[config.mk]
export PLATFORM = sky130hd
export DESIGN_NAME = fb_out_serializer
export DESIGN_NICKNAME = d
export VERILOG_FILES = /design/src/rtl/fb_out_serializer.sv
export SDC_FILE = /design/constraint.sdc
export NUM_CORES = 1
export LEC_CHECK = 0
export CAP_MARGIN = 25
export CORE_MARGIN = 4
export CORE_UTILIZATION = 55
export CTS_CLUSTER_DIAMETER = 150
export DETAILED_ROUTE_END_ITERATION = 8
export PLACE_DENSITY = 0.87
export SETUP_SLACK_MARGIN = 0.15
export SLEW_MARGIN = 30
export SYNTH_ARGS = -nofsm -noshare
export SYNTH_HDL_FRONTEND = slang
export SYNTH_SLANG_ARGS = --single-unit
export TNS_END_PERCENT = 100
[constraint.sdc]
create_clock -name clock -period 3.75 [get_ports clock]
set_input_delay 0.5625 -clock clock [delete_from_list [all_inputs] [get_ports clock]]
set_output_delay 0.5625 -clock clock [all_outputs]
set_load 0.02 [all_outputs]
[src/rtl/fb_out_serializer.sv]
// Ping-pong frame buffer and beat serializer behind the 8-band filter bank.
// Optional FBS_DROP_COUNT_EN enables a saturating dropped-frame counter on drop_count.
module fb_out_serializer #(
    parameter int unsigned DW         = 16,
    parameter int unsigned DROP_CNT_W = 16
) (
    input  logic                         clock,
    input  logic                         reset,
    input  logic                         frame_stb,
    input  logic signed [DW-1:0]         band0,
    input  logic signed [DW-1:0]         band1,
    input  logic signed [DW-1:0]         band2,
    input  logic signed [DW-1:0]         band3,
    input  logic signed [DW-1:0]         band4,
    input  logic signed [DW-1:0]         band5,
    input  logic signed [DW-1:0]         band6,
    input  logic signed [DW-1:0]         band7,
    output logic signed [DW-1:0]         tdata,
    output logic        [2:0]            tchan,
    output logic                         tlast,
    output logic                         tvalid,
    input  logic                         tready,
    output logic                         overrun,
    output logic        [DROP_CNT_W-1:0] drop_count
);

    localparam int unsigned NCH    = 8;
    localparam int unsigned CW     = 3;
    localparam logic [CW-1:0] LAST_CH = CW'(NCH - 1);

    typedef enum logic {
        ST_IDLE,
        ST_SEND
    } state_e;

    state_e            state_q, state_d;
    logic [CW-1:0]     chan_q, chan_d;
    logic              wp_q, wp_d;
    logic              rp_q, rp_d;
    logic [1:0]        full_q, full_d;
    logic [DW-1:0]     buf_q [2][NCH];
    logic [DW-1:0]     buf_d [2][NCH];
    logic [DW-1:0]     tdata_q, tdata_d;
    logic [CW-1:0]     tchan_q, tchan_d;
    logic              tlast_q, tlast_d;
    logic              tvalid_q, tvalid_d;
    logic              overrun_q, overrun_d;

    logic [DW-1:0]     band_a [NCH];
    logic              hs;
    logic              free_now;
    logic [1:0]        full_free;
    logic              capture;
    logic              drop;

    assign band_a[0] = band0;
    assign band_a[1] = band1;
    assign band_a[2] = band2;
    assign band_a[3] = band3;
    assign band_a[4] = band4;
    assign band_a[5] = band5;
    assign band_a[6] = band6;
    assign band_a[7] = band7;

    // A buffer released by this cycle's ch7 handshake is already free for a capture this cycle.
    always_comb begin
        hs        = (state_q == ST_SEND) && tready;
        free_now  = hs && (chan_q == LAST_CH);
        full_free = full_q;
        if (free_now) begin
            full_free[rp_q] = 1'b0;
        end
        capture   = frame_stb && !full_free[wp_q];
        drop      = frame_stb &&  full_free[wp_q];
    end

    always_comb begin
        buf_d     = buf_q;
        full_d    = full_free;
        wp_d      = wp_q;
        rp_d      = rp_q ^ free_now;
        state_d   = state_q;
        chan_d    = chan_q;
        overrun_d = drop;

        if (capture) begin
            for (int unsigned i = 0; i < NCH; i++) begin
                buf_d[wp_q][i] = band_a[i];
            end
            full_d[wp_q] = 1'b1;
            wp_d         = ~wp_q;
        end

        case (state_q)
            ST_IDLE: begin
                if (full_d[rp_d]) begin
                    state_d = ST_SEND;
                    chan_d  = '0;
                end
            end
            ST_SEND: begin
                if (hs) begin
                    if (chan_q != LAST_CH) begin
                        chan_d = chan_q + CW'(1);
                    end else if (full_d[rp_d]) begin
                        chan_d = '0;
                    end else begin
                        state_d = ST_IDLE;
                    end
                end
            end
            default: state_d = ST_IDLE;
        endcase

        // Outputs are computed from next-cycle state so a fresh capture is visible one cycle later.
        tvalid_d = (state_d == ST_SEND);
        tdata_d  = tvalid_d ? buf_d[rp_d][chan_d] : '0;
        tchan_d  = tvalid_d ? chan_d : '0;
        tlast_d  = tvalid_d && (chan_d == LAST_CH);
    end

    always_ff @(posedge clock) begin
        if (reset) begin
            state_q   <= ST_IDLE;
            chan_q    <= '0;
            wp_q      <= 1'b0;
            rp_q      <= 1'b0;
            full_q    <= '0;
            tdata_q   <= '0;
            tchan_q   <= '0;
            tlast_q   <= 1'b0;
            tvalid_q  <= 1'b0;
            overrun_q <= 1'b0;
        end else begin
            state_q   <= state_d;
            chan_q    <= chan_d;
            wp_q      <= wp_d;
            rp_q      <= rp_d;
            full_q    <= full_d;
            tdata_q   <= tdata_d;
            tchan_q   <= tchan_d;
            tlast_q   <= tlast_d;
            tvalid_q  <= tvalid_d;
            overrun_q <= overrun_d;
        end
    end

    // Buffer contents are qualified by full flags, so they need no reset.
    always_ff @(posedge clock) begin
        buf_q <= buf_d;
    end

    assign tdata   = tdata_q;
    assign tchan   = tchan_q;
    assign tlast   = tlast_q;
    assign tvalid  = tvalid_q;
    assign overrun = overrun_q;

`ifdef FBS_DROP_COUNT_EN
    logic [DROP_CNT_W-1:0] drop_cnt_q, drop_cnt_d;

    always_comb begin
        drop_cnt_d = drop_cnt_q;
        if (drop && (drop_cnt_q != '1)) begin
            drop_cnt_d = drop_cnt_q + DROP_CNT_W'(1);
        end
    end

    always_ff @(posedge clock) begin
        if (reset) begin
            drop_cnt_q <= '0;
        end else begin
            drop_cnt_q <= drop_cnt_d;
        end
    end

    assign drop_count = drop_cnt_q;
`else
    assign drop_count = '0;
`endif

endmodule

==> run summary, run 1 <==
Synthesized area - 12,000 um2
Final hold violations - 0
Relative slew slack - 40.6%
GP Congestion - 0.858
Number of synthesized register bits - 285
MaxCap Viol Count - 0
DIE HEIGHT - 156 um
Critical path endpoint category - register
CTS tree - built
Multi-input gate area - 5880 um2
Slew at the pin with the worst max-slew slack - 0.891 ns
Synth cell types - 51
Reg area - 5710 um2
Worst path buffer plus inverter count - 1
Clock Sink Count - 285
Syn-to-layout area delta - 23.1%
Setup bufs post-CTS - 0
Syn Inst Count - 1,232
Core Region - 21,200 um2
Final Slew Violations - 0
Fill count - 1,458
Pre-CTS setup slack - 0.182 ns
Leading cell type in the layout, fill and taps excluded - dfxtp_1
EDFF count, synth - 0
Crit path largest cell delay - 0.42 ns
DRT Pass-1 Iters - 7
Fraction of layout cells with a size suffix above 1 - 21.7%
Synth warn - 0
Routed wire length - 33.1 mm
Layout Nets - 1,493
Antenna Cells - 0
Most frequent cells in the layout - dfxtp_1, nand2_1, mux2_2
Max H-tree Level - 1
Cell Rows - 53
Initial antenna violation count - 0
Drt wl/cell - 20.0 um
DR vias - 9,765
Drt drc - 0
Buffers on Ports - 153
Total CTS buffers - 28
Critical path's top delay family - simple AND/OR/NAND/NOR gates
Worst-Skew Late Latency - 0.56 ns
DIE WIDTH - 156 um
WP data arrival - 3.81 ns
Class of the worst hold path - reg2reg
CP Launch Type - register
Seq/Total Area, Yosys - 47.5%
Io pins - 170
Vias per cell - 5.91
Worst IR drop on VDD - 0.428 mV
Crit-path cells - ha_1 > ha_1 > nand4_1 > nand2_1 > nand3_4 > buf_4 > mux2_2 > nor2_1 > or3_1 > o311ai_1 > a31o_1
Largest net degree at the start of global routing - 83
Crit-path max FO - 28
GR Util All Layers - 26.4%
Post-CTS sizing - 0
Final Critical Period - 3.37 ns
Clock slew at reported path FFs - 0.07 ns
CP dominant cell by count - ha_1
Synth Area per Inst - 9.75 um2
Top FF cell, synth - dfxtp_1
Total negative setup slack - 0 ns
Starting density of the core - 56.6%
LEAKAGE - 5.97 nW
First-pass GRT wire length - 52.0 mm
CTS Root Cell - clkbuf_16
DRT antenna net count - 0
First DRT Iteration DRCs - 733
Worst setup margin - 0.384 ns
Asr flop ratio synth - 0%
Grt ovf - 0
Status - complete, no violations
Req. time, crit path - 4.19 ns
Pwr Density - 614 nW/um2
Worst Clk Skew - 0.0315 ns
Critical path's slowest cell - dfxtp_1
Number of global-route vias before repair - 9,719
RSZ-0062 raised after global routing - no
FMAX - 297 MHz
Final setup fails - 0
Worst Path Class, Setup - reg2reg
Area of the die - 24,300 um2
Fin crit share - 89.7%
Max Root-Sink Buffers - 3
Hold buffers post-CTS - 0
Detailed Place HPWL - 22.2 mm
worst reg2reg max path: stages, from the launching register on:
cell and delay [ns]:
dfxtp_1 0.42, ha_1 0.19, ha_1 0.37, nand4_1 0.21, nand2_1 0.19, nand3_4 0.37
buf_4 0.43, mux2_2 0.34, nor2_1 0.14, or3_1 0.14, o311ai_1 0.17, a31o_1 0.28
where the power goes:
| part | total [mW] | switching, mW | internal [mW] |
|---|---|---|---|
| logic | 1.97 | 0.959 | 1.01 |
| clock network | 3.01 | 1.17 | 1.85 |
| registers | 4.10 | 0.273 | 3.82 |
| total | 9.08 | 2.40 | 6.68 |
synth_stat cells, types with 2 or more instances:
| master | count | area share (%) |
|---|---|---|
| clkbuf_1 | 33 | 1.0 |
| buf_1 | 9 | 0.28 |
| nor2_1 | 112 | 3.5 |
| mux2i_1 | 25 | 2.1 |
| o21ai_0 | 3 | 0.12 |
| a21oi_1 | 10 | 0.42 |
| nand3_1 | 51 | 2.1 |
| nand2b_1 | 3 | 0.16 |
| nor2b_1 | 2 | 0.10 |
| xor2_1 | 2 | 0.15 |
| mux2_2 | 195 | 18 |
| a31o_1 | 12 | 0.87 |
| and2_1 | 4 | 0.21 |
| o211ai_1 | 28 | 1.7 |
| a311oi_1 | 9 | 0.66 |
| nand2_1 | 249 | 7.8 |
| and3_1 | 2 | 0.10 |
| a221o_1 | 3 | 0.25 |
| buf_2 | 36 | 1.5 |
| o22ai_1 | 18 | 0.94 |
| mux4_2 | 12 | 2.3 |
| o31a_1 | 12 | 0.87 |
| nor3_1 | 8 | 0.33 |
| dfxtp_1 | 285 | 47 |
| or3_1 | 24 | 1.2 |
| inv_1 | 5 | 0.16 |
| nor3b_1 | 2 | 0.12 |
| o21ai_1 | 17 | 0.71 |
| buf_4 | 23 | 1.4 |
| o31ai_1 | 3 | 0.19 |
| and2_0 | 2 | 0.10 |
| o311ai_1 | 13 | 0.95 |
| ha_1 | 2 | 0.21 |
routing by layer:
metal,GRT usage [%],up-vias,share of wire [%]
met5,0,-,0
met4,8.46,0,2.8
met3,4.24,71,8.3
met2,45.2,470,49
met1,34.4,4708,40
li1,-,4516,-
registers in the layout (all words and copies together) (netlist names):
signal   cells
tlast        1
overrun      1
buf_q      256
chan_q       3
wp_q         1
tdata       16
full_q       2
tchan        3
tvalid       1
rp_q         1
cell type report:
cell class | instances | share of cell area (%)
multi-input combinational | 854 | 39.8
sequential | 285 | 38.6
timing repair buffer | 184 | 12.4
clock buffer | 38 | 5.47
tap | 275 | 2.33
clock inverter | 11 | 1.31
inverter | 6 | 0.152
path summary, 6_finish.rpt:
check / startpoint / cells after the start / end / slack (ns)
max: chan_q[0] / 11 / tdata[8] / 0.38
min: buf_q[78] / 2 / buf_q[78] / 0.44
max reg2reg: chan_q[0] / 11 / tdata[8] / 0.38
min reg2reg: buf_q[78] / 2 / buf_q[78] / 0.44
logic make-up (layout without fill, tap and decap cells):
family	count (synthesis)	in the layout	synth area share [%]
AND/OR/NAND/NOR	465	465	16.2
flip-flops	285	285	47.5
multiplexers	233	233	22.7
AO/OA/AOI/OAI	135	135	8.42
buffers and inverters	108	239	4.53
XOR/XNOR	3	3	0.375
adder cells (fa/ha/maj)	2	2	0.208
other	1	16	0.0312
through the flow:
step / power [mW] / util, % / hold slack [ns] / std cells / cell area (um2)
detailed placement: 6.06 / 64.9 / 0.434 / 1604 / 13800
floorplan: 5.43 / - / 0.417 / 1247 / 12100
finish: 9.08 / 69.7 / 0.442 / 1653 / 14800
global route: 9.46 / 69.7 / 0.455 / 1653 / 14800
global placement: 5.94 / 64.9 / 0.427 / 1604 / 13800
CTS: 9.08 / 69.7 / 0.444 / 1653 / 14800
Power figures use the tool's default switching activity.
==> run 2: changes to the inputs <==
- PLACE_DENSITY: 0.87 -> 0.79
==> run 2 against run 1 <==
  * Clock power decreased by 4%
  * Critical path depth unchanged
  * Flip-flop and latch count unchanged
  * Combinational power about the same
  * Register-to-register slack improved by 0.04 ns
  * Clock-buffer cell count increased by 2
  * First-iteration DRC count decreased by 20%
  * Final area increased by 0.31%
  * Maximum frequency increased by 1.1%
  * Global-route usage decreased by 1.3 points
  * Via count decreased by 2.0%
  * Highest routed layer unchanged
==> run summary, run 2 (synthesis gave the netlist of run 1 again) <==
Number of global-route vias before repair - 9,230 (-5.0%)
MaxCap Viol Count - 0 (unchanged)
Drt wl/cell - 19.0 um (-5.0%)
Layout Nets - 1,501 (+0.54%)
Area of the die - 24,300 um2 (unchanged)
Area after DPL - 13,900 um2 (+0.62%)
Req. time, crit path - 4.19 ns (about the same)
CP Launch Type - register
DR vias - 9,565 (-2.0%)
Detailed Place HPWL - 21.6 mm (-2.9%)
Final instance area - 14,800 um2 (+0.31%)
Pre-CTS setup slack - 0.301 ns (+0.119 ns)
Most frequent cells in the layout - dfxtp_1, nand2_1, mux2_2
CTS Root Cell - clkbuf_16
Pwr Density - 602 nW/um2 (-2.0%)
Starting density of the core - 56.6% (unchanged)
Hold Slack - 0.439 ns (-0.00329 ns)
Largest register FFs - 256 (unchanged)
Grt ovf - 0 (unchanged)
Core Util, Final - 69.9% (+0.22 points)
Slew at the pin with the worst max-slew slack - 0.533 ns (-0.358 ns)
Core Region - 21,200 um2 (unchanged)
Critical path endpoint category - register
Io pins - 170 (unchanged)
First DRT Iteration DRCs - 589 (-20%)
Clock Power Share - 32.3% (-0.9 points)
RSZ-0062 raised after global routing - no
DIE HEIGHT - 156 um (unchanged)
Worst IR drop on VDD - 0.364 mV (-15%)
Clock Sink Count - 285 (unchanged)
Portion of total power attributed to sequential cells - 45.7% (+0.6 points)
Worst setup margin - 0.421 ns (+0.0361 ns)
Crit-path max FO - 42 (+50%)
Buffers on Ports - 153 (unchanged)
Total negative setup slack - 0 ns (unchanged)
Routed wire length - 31.6 mm (-4.4%)
P_sw - 2.35 mW (-2.0%)
Placed insts - 1,612 (+0.50%)
Final hold violations - 0 (unchanged)
CTS tree - built
Final Critical Period - 3.33 ns (-0.0361 ns)
Relative slew slack - 64.5% (+24 points)
Class of the worst hold path - reg2reg
Worst-Skew Late Latency - 0.55 ns (about the same)
Drt drc - 0 (unchanged)
Combinational fraction of design power - 22.1% (+0.4 points)
WP data arrival - 3.77 ns (-0.04 ns)
Fin crit share - 88.8% (-0.96 points)
Reg with most FFs - buf_q
Sw Ratio - 26.3% (-0.084 points)
Initial antenna violation count - 0 (unchanged)
DRT Pass-1 Iters - 5 (-2)
Largest net degree at the start of global routing - 107 (+29%)
Leading cell type in the layout, fill and taps excluded - dfxtp_1
First-pass GRT wire length - 49.5 mm (-4.9%)
Max Root-Sink Buffers - 3 (unchanged)
Fraction of layout cells with a size suffix above 1 - 22.2% (+0.49 points)
GP Congestion - 0.825 (-3.9%)
Cell Rows - 53 (unchanged)
Vias per cell - 5.75 (-2.6%)
Max H-tree Level - 1 (unchanged)
FMAX - 300 MHz (+1.1%)
DRT antenna net count - 0 (unchanged)
GR Util All Layers - 25.2% (-1.3 points)
Syn-to-layout area delta - 23.5%
LEAKAGE - 5.99 nW (+0.36%)
DIE WIDTH - 156 um (unchanged)
Overall Power - 8.92 mW (-1.7%)
Final Slew Violations - 0 (unchanged)
Status - complete, no violations
Non-Filler Instances - 1,663 (+0.60%)
P_int - 6.57 mW (-1.6%)
Worst Path Class, Setup - reg2reg
Worst Clk Skew - 0.0178 ns (-0.0137 ns)
Clock slew at reported path FFs - 0.06 ns (about the same)
Final setup fails - 0 (unchanged)
Antenna Cells - 0 (unchanged)
Total CTS buffers - 28 (unchanged)
run 2: cell count changes in the layout (fill, tap and decap cells not counted):
cell,change
clkinv_2,+2
buf_12,+2
mux2i_1,-1
bufinv_16,-2
mux2i_2,+1
buf_4,+6
clkbuf_1,+2
run 2: routing by layer:
metal	GRT usage, %	share of wire [%]	vias to the layer above
met5	0	0	-
met4	7.17	2.8	0
met3	3.88	7.0	59
met2	40.6	47	355
met1	35.3	44	4620
li1	-	-	4531
run 2: repair_timing:
action,in CTS,in global routing
hold buffers,0,0
buffers inserted,0,0
setup endpoints to repair,0,1
resized for setup,0,1
run 2: critical path, stage by stage (launching register included):
cell and delay [ns]:
dfxtp_1 0.42, ha_1 0.19, ha_1 0.35, nand4b_1 0.24, a21oi_4 0.31, buf_12 0.28, buf_4 0.30, mux2_2 0.37
nor2_1 0.11, o31a_1 0.22, o21ai_1 0.17, a31o_1 0.23
run 2: path summary, 6_finish.rpt:
check / start / endpoint / slack, ns / depth (start not counted)
setup / recovery: chan_q[0] / tdata[12] / 0.42 / 11
hold / removal: buf_q[74] / buf_q[74] / 0.44 / 2
setup reg to reg: chan_q[0] / tdata[12] / 0.42 / 11
hold reg to reg: buf_q[74] / buf_q[74] / 0.44 / 2
run 2: area by class of cell:
cell class	instances	area [um2]
multi-input cells	854	5890
inverters	6	22.5
flip-flops and latches	285	5710
well taps	275	344
clock inverters	11	144
fillers	1640	6390
repair buffers	192	1910
clock buffers	40	816
run 2: power groups by stage:
stage / combinational (mW) / sequential [mW] / clock, mW
after floorplan: 1.34 / 4.08 / 0
after global placement: 1.88 / 4.09 / 0
after global routing: 2.15 / 4.14 / 3.04
final: 1.97 / 4.07 / 2.88
after detailed placement: 1.94 / 4.13 / 0
after CTS: 1.96 / 4.08 / 2.91
==> run 3: changes to the inputs <==
- CORE_UTILIZATION: 55 -> 64
- DONT_BUFFER_PORTS: default -> 1
- clock period: 3.75 -> 4.2 ns (I/O delays scaled with it)
==> run 3 against run 2 <==
  * Critical path depth is the same
  * Clock skew fell by 0.0098 ns
  * Critical path type unchanged
  * Non-clock buffer count down 168
  * Final cell count decreased by 13%
  * Largest power group unchanged
  * Die area decreased by 13%
==> run summary, run 3 (synthesis gave the netlist of run 1 again) <==
Pwr Density - 600 nW/um2 (-0.23%)
DIE WIDTH - 145 um (-6.9%)
Antenna Cells - 0 (unchanged)
Setup bufs post-CTS - 0 (unchanged)
Critical path endpoint category - register
Drt wl/cell - 20.9 um (+9.9%)
Fill count - 1,308 (-20%)
Clock Sink Count - 285 (unchanged)
Final hold violations - 0 (unchanged)
Relative slew slack - 47.3% (-17 points)
Worst IR drop on VDD - 0.388 mV (+6.6%)
Multi-input gate area - 5880 um2 (about the same)
Slew at the pin with the worst max-slew slack - 0.790 ns (+0.257 ns)
Buffers on Ports - 0 (-100%)
Most frequent cells in the layout - dfxtp_1, nand2_1, mux2_2
Worst path buffer plus inverter count - 1 (-1)
LEAKAGE - 5.35 nW (-11%)
Drt drc - 0 (unchanged)
Hold buffers post-CTS - 0 (unchanged)
Critical path's top delay family - simple AND/OR/NAND/NOR gates
Class of the worst hold path - in2reg
Routed wire length - 30.3 mm (-4.1%)
Crit-path max FO - 61 (+45%)
Status - complete, no violations
Cell Rows - 49 (-7.5%)
Core Region - 18,200 um2 (-14%)
Grt ovf - 0 (unchanged)
Crit path largest cell delay - 0.66 ns (+0.24 ns)
WP data arrival - 3.86 ns (+0.09 ns)
Largest register FFs - 256 (unchanged)
Worst-Skew Late Latency - 0.53 ns (-0.02 ns)
Layout Nets - 1,333 (-11%)
Critical path's slowest cell - buf_4
Detailed Place HPWL - 19.8 mm (-8.0%)
Post-CTS sizing - 0 (unchanged)
GP Congestion - 0.824 (-0.16%)
Initial antenna violation count - 2 (+2)
Core Util, Final - 72.2% (+2.4 points)
Io pins - 170 (unchanged)
CP dominant cell by count - ha_1
Max Root-Sink Buffers - 3 (unchanged)
Vias per cell - 6.11 (+6.3%)
CP Launch Type - register
Starting density of the core - 66.0% (+9.4 points)
First-pass GRT wire length - 48.0 mm (-3.0%)
Leading cell type in the layout, fill and taps excluded - dfxtp_1
Fin crit share - 80.7% (-8.1 points)
DRT antenna net count - 0 (unchanged)
Final Slew Violations - 0 (unchanged)
Worst Clk Skew - 0.00797 ns (-0.00980 ns)
Total negative setup slack - 0 ns (unchanged)
RSZ-0062 raised after global routing - no
CTS tree - built
Worst setup margin - 0.811 ns (+0.390 ns)
MaxCap Viol Count - 0 (unchanged)
Syn-to-layout area delta - 9.52%
Total CTS buffers - 28 (unchanged)
CTS Root Cell - clkbuf_16
Reg area - 5710 um2 (unchanged)
Reg with most FFs - buf_q
Overall Power - 7.90 mW (-11%)
Area of the die - 21,000 um2 (-13%)
Fraction of layout cells with a size suffix above 1 - 23.8% (+1.6 points)
Final setup fails - 0 (unchanged)
DR vias - 8,864 (-7.3%)
Worst Path Class, Setup - reg2reg
GR Util All Layers - 27.8% (+2.6 points)
Req. time, crit path - 4.67 ns (+0.48 ns)
First DRT Iteration DRCs - 652 (+11%)
Final Critical Period - 3.39 ns (+0.0597 ns)
FMAX - 295 MHz (-1.8%)
DIE HEIGHT - 145 um (-6.9%)
Clock slew at reported path FFs - 0.07 ns (about the same)
Number of global-route vias before repair - 8,740 (-5.3%)
Pre-CTS setup slack - 0.855 ns (+0.555 ns)
DRT Pass-1 Iters - 8 (+3)
Crit-path cells - ha_1 > ha_1 > nand4_1 > and2_1 > nor2_4 > buf_4 > nand2_1 > a311oi_1 > o21ai_1 > a21oi_1 > a221o_1
Largest net degree at the start of global routing - 76 (-29%)
Max H-tree Level - 1 (unchanged)
run 3: area by class of cell:
type	count	share of cell area, %
Timing Repair Buffer	24	1.75
Sequential cell	285	43.4
Clock buffer	44	6.55
Multi-Input combinational cell	854	44.7
Tap cell	229	2.18
Clock inverter	8	1.26
Inverter	6	0.171
run 3: final timing paths:
check,to,slack [ns],cells after the start,from
hold / removal,full_q[0],0.17,1,reset
setup / recovery,tdata[6],0.81,11,chan_q[1]
setup reg to reg,tdata[6],0.81,11,chan_q[1]
hold reg to reg,buf_q[29],0.44,2,buf_q[29]
run 3: report_power, final:
group | leakage [nW] | switching, mW | total, mW | internal, mW
Clock | 0.506 | 1.03 | 2.74 | 1.71
Sequential | 2.40 | 0.271 | 3.68 | 3.41
Combinational | 2.45 | 0.724 | 1.47 | 0.743
Total | 5.35 | 2.03 | 7.90 | 5.87
run 3: metal layers:
layer / part of all wire, % / wire [um] / global-route usage (%)
met1: 41 / 12300 / 36.6
met4: 3.3 / 1000 / 8.74
met3: 9.8 / 2970 / 8.70
met5: 0.073 / 22 / 0
met2: 46 / 14000 / 44.1
run 3: stage by stage:
step                      cell area, um2  std cells  hold WS, ns
after CTS                          13200       1450        0.150
after floorplan                    12100       1247        0.417
after global placement             12100       1398        0.427
after global routing               13200       1450        0.151
final                              13200       1450        0.165
after detailed placement           12100       1398        0.433
